**config.mk**
```make
export PLATFORM = sky130hd
export DESIGN_NAME = pe_array_drain
export DESIGN_NICKNAME = d
export VERILOG_FILES = /design/src/rtl/pe_array_pkg.sv /design/src/rtl/pe_array_drain.sv
export SDC_FILE = /design/constraint.sdc
export NUM_CORES = 1
export LEC_CHECK = 0
export BUFFER_PORTS_ARGS = -buffer_cell sky130_fd_sc_hd__buf_2
export CAP_MARGIN = 20
export CORE_UTILIZATION = 40
export CTS_CLUSTER_SIZE = 14
export DETAILED_ROUTE_END_ITERATION = 8
export PLACE_DENSITY = 0.67
export SYNTH_ARGS = -nofsm -noshare
export SYNTH_HDL_FRONTEND = slang
export SYNTH_SLANG_ARGS = --single-unit
```
**constraint.sdc**
```tcl
create_clock -name master_clock -period 2.4 [get_ports master_clock]
set_input_delay 0.36 -clock master_clock [delete_from_list [all_inputs] [get_ports master_clock]]
set_output_delay 0.36 -clock master_clock [all_outputs]
set_load 0.01 [all_outputs]
```
**src/rtl/pe_array_pkg.sv**
```systemverilog
// pe_array_pkg: shared widths and drain sequencer state encoding for the PE array result path.
package pe_array_pkg;
  localparam int DATA_W = 32;
  localparam int POS_W = 8;
  typedef enum logic [2:0] {IDLE, ISSUE, WAIT, PUSH, DONE} drain_state_t;
endpackage

```
**src/rtl/pe_array_drain.sv**
```systemverilog
// pe_array_drain: scans every PE position, reads its result after RD_LAT cycles and streams it out tagged with (x, y).
module pe_array_drain #(
  parameter int COLS = 16,
  parameter int ROWS = 16,
  parameter int DATA_W = pe_array_pkg::DATA_W,
  parameter int POS_W = pe_array_pkg::POS_W,
  parameter int RD_LAT = 1
) (
  input  logic              master_clock,
  input  logic              reset,
  input  logic              start,
  output logic              busy,
  output logic              done,
  output logic [POS_W-1:0]  x_position,
  output logic [POS_W-1:0]  y_position,
  output logic              rdn,
  input  logic [DATA_W-1:0] output_value,
  output logic              m_valid,
  input  logic              m_ready,
  output logic [DATA_W-1:0] m_data,
  output logic [POS_W-1:0]  m_x,
  output logic [POS_W-1:0]  m_y,
  output logic              m_last
);
  import pe_array_pkg::*;
  localparam int LAT_W = $clog2(RD_LAT + 1) + 1;
  localparam logic [LAT_W-1:0] LAT = LAT_W'(RD_LAT);
  localparam logic [POS_W-1:0] X_MAX = POS_W'(COLS - 1);
  localparam logic [POS_W-1:0] Y_MAX = POS_W'(ROWS - 1);
  drain_state_t state, state_n;
  logic [LAT_W-1:0] lat_cnt;
  logic capture, xfer, last_pos;
  always_comb begin
    last_pos = x_position == X_MAX && y_position == Y_MAX;
    xfer = state == PUSH && m_ready;
    capture = (state == ISSUE && RD_LAT == 0) || (state == WAIT && lat_cnt == LAT);
    state_n = state;
    case (state)
      IDLE:    state_n = start ? ISSUE : IDLE;
      ISSUE:   state_n = RD_LAT == 0 ? PUSH : WAIT;
      WAIT:    state_n = capture ? PUSH : WAIT;
      PUSH:    state_n = xfer ? (m_last ? DONE : ISSUE) : PUSH;
      DONE:    state_n = IDLE;
      default: state_n = IDLE;
    endcase
  end
  // Outputs are registered from the next state so they line up with the state they describe.
  always_ff @(posedge master_clock) begin
    if (reset) begin
      state <= IDLE;
      lat_cnt <= '0;
      busy <= 1'b0;
      done <= 1'b0;
      rdn <= 1'b1;
      m_valid <= 1'b0;
      x_position <= '0;
      y_position <= '0;
      m_data <= '0;
      m_x <= '0;
      m_y <= '0;
      m_last <= 1'b0;
    end else begin
      state <= state_n;
      busy <= state_n != IDLE;
      done <= state_n == DONE;
      rdn <= !(state_n == ISSUE || state_n == WAIT);
      m_valid <= state_n == PUSH;
      lat_cnt <= state == WAIT ? lat_cnt + 1'b1 : LAT_W'(1);
      if (state == IDLE && start) begin
        x_position <= '0;
        y_position <= '0;
      end else if (xfer && !m_last) begin
        x_position <= x_position == X_MAX ? '0 : x_position + 1'b1;
        y_position <= x_position == X_MAX ? y_position + 1'b1 : y_position;
      end
      if (capture) begin
        m_data <= output_value;
        m_x <= x_position;
        m_y <= y_position;
        m_last <= last_pos;
      end
    end
  end
endmodule

```
* Word-level counts from Yosys, hierarchy flattened
Index checks and enable logic that the tools add are counted.
** Word-level totals
- Flip-flop bits (word level) :: 74
- Output and inout bits :: 69
- Input port bits :: 36
- Word-level logic and storage cells :: 47
** Operators by class
- Bitwise gates (word level) :: 1
- Add/subtract/negate cells :: 3
- Mux-type cells :: 7
- Reductions and logical operators :: 13
- Eq/ne operators :: 10
** Operator list (count)
- $add A8 B1 Y8 const B :: 2
- $eq A8 B4 Y1 const B :: 2
- $eq A3 B2 Y1 const B :: 4
- $pmux W3 S4 :: 1
- $mux W8 :: 1
- $eq A3 B1 Y1 const B :: 2
- $mux W3 :: 2
- $logic_and A1 B1 Y1 :: 5
- $reduce_or A2 Y1 :: 2
- $eq A3 B3 Y1 const B :: 1
- $logic_not A3 Y1 :: 1
- $mux W1 :: 3
- $reduce_bool A3 Y1 :: 1
- $add A2 B1 Y2 const B :: 1
- $eq A2 B1 Y1 const B :: 1
- $logic_not A1 Y1 :: 2
- $reduce_and A2 Y1 :: 1
- $logic_or A1 B1 Y1 :: 1
- $not A1 Y1 :: 1

* Longest topological paths before layout
- Word-level depth :: 7
- Depth in mapped cells :: 7
- Gate-level depth less buffers :: 6

* Worst setup path after synthesis
No wires, ideal clock.
- Kind :: register to register
- Start point :: register x_position[0]
- End point :: register y_position[6]
- Library setup time :: 0.071 ns
- Cell stages (with the launch flop) :: 7
- Clock period less this slack :: 1.850 ns
- Path slack :: 0.550 ns
- Path buffers :: 1
- Required time :: 2.329 ns
- Arrival time :: 1.779 ns
- Cells stage by stage :: dfxtp_1 ha_1 nand4b_4 or2_1 buf_6 or4_1 a21oi_1
** On the way
- Cells in the longest elaborated chain, start to end :: 2
** Ends and longest elaborated chain
- start: declaration :: line pe_array_drain.sv:14 : output logic [POS_W-1:0] x_position,
- start signal: assignment :: line pe_array_drain.sv:73 : x_position <= x_position == X_MAX ? '0 : x_position + 1'b1;
- $eq A8 B4 Y1 :: line pe_array_drain.sv:74 : y_position <= x_position == X_MAX ? y_position + 1'b1 : y_position;
- $reduce_and A2 Y1 (no line)
- end signal: assignment :: line pe_array_drain.sv:74
- end: declaration :: line pe_array_drain.sv:15 : output logic [POS_W-1:0] y_position,
Every way passes these cells.
A chain may end at the register's enable or synchronous reset.

* Worst setup path after layout
- Start point :: register x_position[0]
- End point :: register y_position[7]
The elaborated chain is that of the path after synthesis.

==> impl_metrics.py <==
metrics = {
    "cts": {
        "cts_resized": 0,
        "post-cts-setup-buffers": 0,
        "cts_tree": "built",
        "h-tree-depth": 3,
        "cts_root_buffer": "clkbuf_8",
        "clk_path_buf_depth": 2,
        "cts.sinks": 74,
        "insertion_delay_ns": 0.34,
        "path_clk_slew_ns": 0.07,
        "hold_buffers": 0,
        "cts_inserted_buffers": 9,
    },
    "detailed_routing": {
        "vias_per_cell": 4.84,
        "route.vias.total": 2601,
        "dr.pass1.iters": 4,
        "drc": 0,
        "antenna_left": 0,
        "drt_iter0_markers": 122,
        "detail_route.wl_per_cell_um": 12.5,
        "routed_wl_um": 6740,
    },
    "floorplanning": {
        "row_count": 30,
        "core_mm2": 0.00679,
        "start_util_pct": 41.4,
        "die_w_um": 85.9,
        "die_h_um": 85.9,
        "design.portCount": 105,
        "die_area_mm2": 0.00737,
    },
    "grt": {
        "grt_max_degree": 53,
        "track_usage_pct": 18.6,
        "antenna_found_initial": 0,
        "grt.overflow.total": 0,
        "grt_pass1_wl_um": 10700,
        "grt_pass1_vias": 2227,
    },
    "timing": {
        "finalMaxSlewViolations": 0,
        "period_share_pct": 80.5,
        "worst_slew_pin_slew_ns": 0.581,
        "relSlewSlack_pct": 61.3,
        "rsz0062_at_grt": "false",
        "period_needed_ns": 1.93,
        "setup_violations": 0,
        "report.final.hold_viol_count": 0,
        "skew_ns": 0.00949,
        "finalSetupTns_ns": 0,
        "fmax_ghz": 0.517,
    },
    "power_and_ir_drop": {
        "power_frac_clock_pct": 38.4,
        "swShare_pct": 23.9,
        "pwr-share-comb_pct": 8.0,
        "peakVddDrop_mv": 0.302,
        "powerDensity_mw_per_mm2": 658,
        "p_int_mw": 1.81,
        "total_power_mw": 2.38,
        "switchingPower_mw": 0.569,
        "p_leak_nw": 1.55,
        "seq_power_share_pct": 53.6,
    },
    "critical_path": {
        "rr_endpoint": "y_position[7]",
        "worstReg2RegStart": "x_position[0]",
        "crit_path_start": "x_position[0]",
        "critPathArrivalTime_ns": 2.21,
        "endpoint_kind": "register",
        "cp_data_required_time_ns": 2.67,
        "cp-start-kind": "register",
        "reg2regPathDepth": 5,
        "endpoint": "y_position[7]",
        "crit_type": "reg2reg",
        "cp_max_fo": 11,
        "r2r_slack_ns": 0.47,
    },
    "placed_design": {
        "place_congestion": 0.840,
        "port_buffers": 104,
        "place.detailed.hpwl_um": 4540,
    },
    "yosys": {
        "async_flop_share_pct": 0,
        "synth_common_cells": "nand2_1, dfxtp_1, a21oi_1",
        "yosysTopAreaCell": "dfxtp_1",
        "synth_flop_cell": "dfxtp_1",
        "synth_edf_count": 0,
        "synthesis.nets": 377,
        "postSynthAreaPerCell_um2": 8.33,
        "netlist_area_mm2": 0.00281,
        "yosysTopAreaCellShare_pct": 52.6,
        "ys_seq_elements": 74,
        "yosys.cell_types.count": 38,
        "yosys_warnings": 0,
        "synth.most_common_cell": "nand2_1",
        "ys_seq_area_share_pct": 52.6,
        "synth_area_leaders": "dfxtp_1, nand2_1, a21oi_1, xnor2_1, nor2_1",
        "synth_cells": 338,
    },
    "finish": {
        "fill_cells": 654,
        "nets": 476,
        "antenna_cells": 0,
        "area_growth_pct": 28.3,
        "layout-drive-gt1-share_pct": 29.5,
    },
    "worst_hold_path": {
        "hold_class": "in2reg",
    },
    "flow_run": {
        "drv_cap": 0,
    },
    "run_status": {
        "outcome": "completed",
    },
}
[power by group through the flow]
stage / Sequential, mW / Clock (mW) / Combinational (mW)
after global placement: 1.30 / 0 / 0.190
final: 1.27 / 0.913 / 0.190
after CTS: 1.27 / 0.947 / 0.192
after floorplan: 1.31 / 0 / 0.0970
after detailed placement: 1.30 / 0 / 0.191
after global routing: 1.28 / 0.998 / 0.212
[stage by stage]
stage	std cells	instance area [um2]	util, %	worst slack (ns)	hold slack, ns
final	537	3610	53.1	0.467	0.249
after global routing	537	3610	53.1	0.401	0.232
after CTS	537	3610	53.1	0.480	0.231
after detailed placement	522	3430	50.4	0.509	0.441
after global placement	522	3430	50.4	0.571	0.425
after floorplan	338	2810	-	0.550	0.415
[cells in the final DEF (no fill, tap or decap), drive strengths merged, types with 5 or more instances in the layout]
cell / n
buf: 109
nor2: 17
nand3: 5
nand2: 102
dfxtp: 74
a21oi: 53
or4: 5
xnor2: 9
nor3: 5
clkbuf: 10
[state kept, by name, summed over array words and instances, names as in the netlist]
name,flops
busy,1
done,1
lat_cnt,2
m_data,32
m_last,1
m_valid,1
m_x,8
m_y,8
rdn,1
state,3
x_position,8
y_position,8
[worst max-delay path, cell delays in order, from the launching register on]
cell      delay [ns]
dfxtp_1         0.41
ha_1            0.27
nand4b_4        0.14
or2_1           0.36
or4_1           0.54
a21oi_1         0.15
[cell type report]
type                       instances  area, um2  area share, %
clock inverter                     5       56.3           1.56
timing repair buffer             109        583           16.1
inverter                           3       11.3          0.312
clock buffer                      10        128           3.53
tap                               96        120           3.33
sequential                        74       1480           41.0
multi-input combinational        240       1230           34.1
[cells by family after synthesis]
group                      count (synthesis)  synth area share [%]
AOI/OAI and AO/OA                         65                  12.4
and+or+nand+nor                          161                  26.3
adders and majority gates                  3                  1.33
buffers and inverters                     24                  3.73
muxes                                      2                 0.711
xor gates and xnor gates                   9                  2.80
DFF                                       74                  52.6
[worst min path at each step]
| stage | startpoint | to | slack (ns) | cells after the start |
|---|---|---|---|---|
| 5_1_grt | output_value[14] | m_data[14] | 0.23 | 3 |
| 4_1_cts | output_value[19] | m_data[19] | 0.23 | 3 |
| 3_3_place_gp | lat_cnt[0] | lat_cnt[0] | 0.43 | 1 |
| 3_5_place_dp | lat_cnt[0] | lat_cnt[0] | 0.44 | 1 |
| 2_1_floorplan | lat_cnt[0] | lat_cnt[0] | 0.42 | 1 |
| 6_report | output_value[24] | m_data[24] | 0.25 | 3 |
[metal layers]
layer	share of wire, %	routed length [um]	global-route usage [%]
met2	46	3080	28.7
met5	0	0	0
met1	48	3240	24.7
met4	1.1	76	7.88
met3	5.1	342	4.91
(Power assumes the default switching activity.)
